`src/rtl/tdm_demux_1na8.sv`:
```
// rtl/tdm_demux_1na8.sv - TDM 1-to-CH demultiplexer: serial slots in, frame-aligned parallel word out
// Hunts for the slot-0 sync marker, then assembles CH slots per frame and flags misalignment.

module tdm_demux_1na8 #(
  parameter int CH     = 8,
  parameter int SLOT_W = 3
) (
  input  logic              iClk,
  input  logic              iRstN,
  input  logic              iEn,
  input  logic              iSync,
  input  logic              iD,
  output logic [CH-1:0]     oY,
  output logic              oValid,
  output logic [SLOT_W-1:0] oSlot,
  output logic              oErr
);

  typedef enum logic {HUNT, RECV} state_t;

  localparam logic [SLOT_W-1:0] LAST_SLOT = SLOT_W'(CH - 1);
  localparam logic [SLOT_W-1:0] SLOT_ONE  = SLOT_W'(1);

  state_t            state, state_n;
  logic [SLOT_W-1:0] slot, slot_n;
  logic [CH-1:0]     frame_buf, frame_buf_n;
  logic [CH-1:0]     y, y_n;
  logic              valid, valid_n;
  logic              err, err_n;

  always_ff @(posedge iClk or negedge iRstN) begin
    if (!iRstN) begin
      state     <= HUNT;
      slot      <= '0;
      frame_buf <= '0;
      y         <= '0;
      valid     <= 1'b0;
      err       <= 1'b0;
    end else begin
      state     <= state_n;
      slot      <= slot_n;
      frame_buf <= frame_buf_n;
      y         <= y_n;
      valid     <= valid_n;
      err       <= err_n;
    end
  end

  always_comb begin
    state_n     = state;
    slot_n      = slot;
    frame_buf_n = frame_buf;
    y_n         = y;
    valid_n     = 1'b0;
    err_n       = 1'b0;
    if (iEn) begin
      case (state)
        HUNT: begin
          if (iSync) begin
            frame_buf_n[0] = iD;
            slot_n         = SLOT_ONE;
            state_n        = RECV;
          end else begin
            slot_n = '0;
          end
        end
        RECV: begin
          if (slot == '0) begin
            if (iSync) begin
              frame_buf_n[0] = iD;
              slot_n         = SLOT_ONE;
            end else begin
              // Expected a frame start but got none: drop lock and re-hunt.
              err_n   = 1'b1;
              state_n = HUNT;
              slot_n  = '0;
            end
          end else if (iSync) begin
            // Early sync restarts the frame; the partial one never reaches oY.
            err_n          = 1'b1;
            frame_buf_n[0] = iD;
            slot_n         = SLOT_ONE;
          end else begin
            frame_buf_n[slot] = iD;
            if (slot == LAST_SLOT) begin
              y_n     = {iD, frame_buf[CH-2:0]};
              valid_n = 1'b1;
              slot_n  = '0;
            end else begin
              slot_n = slot + SLOT_ONE;
            end
          end
        end
        default: begin
          state_n = HUNT;
          slot_n  = '0;
        end
      endcase
    end
  end

  assign oY     = y;
  assign oValid = valid;
  assign oSlot  = slot;
  assign oErr   = err;

endmodule
```
`config.mk`:
```
export PLATFORM = sky130hd
export DESIGN_NAME = tdm_demux_1na8
export DESIGN_NICKNAME = d
export VERILOG_FILES = /design/src/rtl/tdm_demux_1na8.sv
export SDC_FILE = /design/constraint.sdc
export NUM_CORES = 1
export LEC_CHECK = 0
export ABC_AREA = 1
export BUFFER_PORTS_ARGS = -buffer_cell sky130_fd_sc_hd__buf_4
export CAP_MARGIN = 20
export CORE_MARGIN = 5
export CORE_UTILIZATION = 50
export DETAILED_ROUTE_END_ITERATION = 12
export GPL_ROUTABILITY_DRIVEN = 0
export GPL_TIMING_DRIVEN = 0
export PLACE_DENSITY = 0.72
export SLEW_MARGIN = 40
export SYNTH_ARGS = -nofsm -noshare
export SYNTH_HDL_FRONTEND = slang
export SYNTH_SLANG_ARGS = --single-unit
```
`constraint.sdc`:
```
create_clock -name iClk -period 2.3 [get_ports iClk]
set_input_delay 0.23 -clock iClk [delete_from_list [all_inputs] [get_ports iClk]]
set_output_delay 0.23 -clock iClk [all_outputs]
set_load 0.01 [all_outputs]
```
Word level (Yosys, flattened, before mapping)
Cells that the tools add are included.
{ "word_totals": {"reg_bits": 22, "inputBits": 5, "elab_cells": 42, "output_inout_bits": 13} }
{ "classes": {"magnitude_cmp": 2, "n_eq_ne": 1, "n_addsub": 1, "n_bitwise": 3, "n_mux": 24, "n_reduce_logical": 4} }
{ "ops": {"columns": ["operator", "n"], "rows": [
  ["two-way mux 1 bit", 16],
  ["two-way mux 3 bit", 3],
  ["bitwise mux 8 bit", 1],
  ["one-hot mux 3 bit (2 select lines)", 1],
  ["AND reduction 5 bit", 1],
  ["< comparator 3 x 4 -> 1 bit (second input constant)", 1],
  ["one-hot mux 1 bit (2 select lines)", 2],
  ["AND reduction 4 bit", 1],
  ["adder 3 x 1 -> 3 bit (second input constant)", 1],
  ["demux 1 bit (select 3 bit)", 1],
  ["== test 3 bit (second input constant)", 1],
  ["greater-or-equal comparator 3 x 1 -> 1 bit (second input constant)", 1],
  ["zero test 3 bit", 1],
  ["inverter 1 bit", 3],
  ["logical AND 1 bit", 1]
]} }

Logic depth before layout (Yosys ltp)
{ "logic_depth": {"word_depth": 8, "mapped_depth": 10, "depth_no_buf": 10} }

Least setup slack after synthesis
Ideal clock, no wire load.
{ "synth_path": {"path_type": "register -> register", "from": "register slot[0], in the netlist oSlot[0]", "to": "register y[3], in the netlist oY[3]", "arrival_time_ps": 1595, "period_less_slack_ps": 1712, "stages_incl_launch_ff": 11, "n_path_buf": 1, "setup_time_ps": 117, "slack_ps": 588, "required_time_ps": 2183, "path_cell_list": "dfrtp_1 -> inv_1 -> ha_1 -> nand2_1 -> ha_1 -> nand2_4 -> inv_6 -> nand2_4 -> buf_6 -> nand2_2 -> o21ai_2"} }
{ "synth_between": {"elab_chain_len": 3, "word_cells_on_any_way": 4, "cone_classes": "1 x eq/ne; 1 x bitwise; 2 x reduce/logical"} }
{ "synth_lines": {"columns": ["item", "line", "rtl"], "rows": [
  ["start, declared", "25", "logic [SLOT_W-1:0] slot, slot_n;"],
  ["start signal, assigned", "41", "slot <= slot_n;"],
  ["zero test 3 bit", "68", "if (slot == '0) begin"],
  ["inverter 1 bit (no source line)", null, null],
  ["AND reduction 5 bit (no source line) (*)", null, null],
  ["end signal, assigned", "43", "y <= y_n;"],
  ["end, declared", "27", "logic [CH-1:0] y, y_n;"]
]} }
Mark *: on every way between the ends. The rest lies on a longest branch, timed or not.
A chain may end at the register's enable or synchronous reset.

Final worst setup path
{ "layout_path": {"from": "register slot[0], in the netlist oSlot[0]", "to": "register y[5], in the netlist oY[5]"} }
Same word-level chain as after synthesis.

==> flow_summary.yaml <==
power:
  finalPower_uw: 860.3
  leakagePower_uw: 0.0006799
  ir_worst_vdd_mv: 0.5514
  power_density_nw_per_um2: 700.9
timing:
  max_slew_margin_pct: 78.07
  finalSetupViolCount: 0
  skew_ns: 0.009106
  rsz0062_at_grt: "false"
  final.period_utilization_pct: 80.82
  tightest_slew_ns: 0.3290
  setup_tns_ns: 0
  fin_crit_ns: 1.859
  hold_viol: 0
  slew_violations: 0
  fmax_mhz: 537.9
drt:
  vias: 808
  routedWlPerCell_um: 10.49
  drc: 0
  first_pass_iters: 4
  ant_nets: 0
  initialDrtViolationCount: 16
  drt-vias-per-instance: 4.838
  routed_wl_mm: 1.752
clock_tree:
  htree_num_levels: 1
  post_cts_buffers: 0
  cts.reportedPaths.clkPinSlew_ns: 0.11
  clock-root-buffer: "clkbuf_4"
  cts_tree: "done"
  clock-sinks: 21
  cts_made_buffers: 3
  cts_buffer_depth: 2
  clkLatencyLatePin_ns: 0.30
grt:
  antenna_found_initial: 0
  grt_remaining_overflow: 0
  grt_start_max_net_pins: 22
  grt_pass1_vias: 766
  grt_pass1_wl_mm: 3.222
  gr-usage-all-layers_pct: 13.13
final_layout:
  insertedDiodeCount: 0
  nets: 151
  final_util_pct: 62.56
  multiInputGateArea_um2: 429.2
  drive_gt1_share_pct: 22.14
  n_fill_cell: 182
  area_growth_pct: 18.34
  post-route-cell-area_um2: 1227
  ff_latch_area_um2: 525.5
  fin_cells: 167
setup_path:
  crit_type: "flop to flop"
  rr_startpoint: "oSlot[0]$_DFFE_PN0P_"
  endpoint_kind: "flop"
  cp.required_ns: 2.50
  cp-start-kind: "flop"
  cp.arrival_ns: 2.06
  timing.rr.end: "oY[5]$_DFFE_PN0P_"
  ff2ff_path_depth: 10
  cp_max_fo: 10
  rrSetupSlack_ns: 0.44
logic_synthesis:
  synth_top_area_cell: "dfrtp_1"
  synth_top_flop_cell: "dfrtp_1"
  seq_area_frac_synth_pct: 50.66
  synth_top_area_share_pct: 50.66
  synth_edf_count: 0
  yosysWarnings: 0
  synth_area_leaders: "dfrtp_1 51%, nand2_1 13%, ha_1 6.0%, nand3_1 4.3%, inv_1 4.3%"
  postSynthAreaPerCell_um2: 8.716
  syn-num-nets: 129
  ys_seq_elements: 21
  syn_inst: 119
  ys_types: 18
  yosys-top-cells-count: "36 x nand2_1, 21 x dfrtp_1, 12 x inv_1"
  synthArstFlopShare_pct: 100.0
  synthesis.area_um2: 1037
  synthMostInstantiatedCell: "nand2_1"
floorplan:
  fp-row-count: 16
  core_um2: 1962
  dieArea_um2: 3085
  die_height_um: 55.55
  dieWidth_um: 55.55
  start_util_pct: 52.87
  io_pins: 18
placed_design:
  dp.cells: 162
  placed_area_um2: 1191
  dp_hpwl_mm: 1.349
  port_buffers: 16
run:
  drv_cap: 0
hold_path:
  min_to: "oSlot[1]$_DFFE_PN0P_"
  hold_path_class: "primary input to flop"
  min_path_cells: 2
  hold_path_startpoint: "iEn"
outcome:
  status: "finished clean"
-- layer usage --
metal  vias up  GRT usage, %  wire length (µm)  part of all wire (%)
met5         -             0                 0                     0
met4         0         8.333                49                   2.8
met3         5         2.331                77                   4.4
met2        14         21.96               847                    48
met1       370         15.35               777                    44
li1        419             -                 -                     -
-- per-stage QoR --
step	setup slack [ns]	hold WS, ns
2_1_floorplan	0.5879	-0.06559
3_3_place_gp	0.4863	0.1220
3_5_place_dp	0.4560	0.1265
4_1_cts	0.4304	0.1354
5_1_grt	0.3029	0.1498
6_report	0.4411	0.1422
-- critical path, cell delays in order (launching register included) --
cell     delay [ns]
dfrtp_1        0.47
inv_1          0.16
ha_1           0.24
nand2_1        0.15
ha_1           0.24
nand2_4        0.09
inv_6          0.09
nand2_4        0.05
buf_6          0.15
nand2_2        0.06
o21ai_2        0.04
-- cells by family (layout without fill, tap and decap cells) --
kind of cell,Yosys count,count (layout),share of synthesized area (%)
adders and majority gates,5,5,6.031
and+or+nand+nor,62,62,26.66
DFF,21,21,50.66
buffers and inverters,16,37,7.961
AOI/OAI and AO/OA,15,15,8.686
-- flip-flops by register name, summed over array words and instances, names as in the netlist --
| register | flops |
|---|---|
| oY | 8 |
| frame_buf | 7 |
| oSlot | 3 |
| oErr | 1 |
| oValid | 1 |
| state | 1 |
-- worst max-delay path by stage --
stage,start,endpoint,slack [ns],depth (start not counted)
5_1_grt,oSlot[0]$_DFFE_PN0P_,frame_buf[6]$_DFFE_PN0P_,0.30,9
2_1_floorplan,oSlot[0]$_DFFE_PN0P_,oY[3]$_DFFE_PN0P_,0.59,10
3_5_place_dp,oSlot[0]$_DFFE_PN0P_,oY[0]$_DFFE_PN0P_,0.46,10
6_report,oSlot[0]$_DFFE_PN0P_,oY[5]$_DFFE_PN0P_,0.44,10
3_3_place_gp,oSlot[0]$_DFFE_PN0P_,oY[3]$_DFFE_PN0P_,0.49,10
4_1_cts,oSlot[0]$_DFFE_PN0P_,oY[0]$_DFFE_PN0P_,0.43,10
-- where the power goes --
part | internal (µW) | switching [µW] | leakage [µW]
sequential | 426 | 39.6 | 0.000273
clock | 67.7 | 105 | 0.0000150
combinational | 86.9 | 135 | 0.000392
-- cells in the final DEF (no fill, tap or decap) --
cell type / count
clkbuf_1: 1
dfrtp_1: 21
nand2_2: 2
o211ai_1: 1
o21ai_0: 6
inv_4: 1
ha_1: 5
dlygate4sd3_1: 1
buf_6: 2
inv_1: 12
buf_4: 16
o21ai_2: 3
o21ai_1: 1
nand4_1: 2
nand3_1: 9
nand2_1: 36
o22ai_1: 1
inv_6: 1
a21oi_1: 3
clkbuf_4: 3
nand2_4: 3
nor2_1: 10
-- area by class of cell --
| type | count | share of cell area (%) |
|---|---|---|
| timing repair buffer | 17 | 10.60 |
| buffer | 2 | 1.835 |
| clock buffer | 4 | 2.141 |
| tap | 27 | 2.752 |
| sequential | 21 | 42.81 |
| multi-input combinational | 82 | 34.96 |
| inverter | 14 | 4.893 |
-- timing repair --
item                      in CTS  in global routing
hold endpoints to repair      21                  0
resized for setup              0                  0
hold buffers                   1                  0
Power figures use the tool's default switching activity.
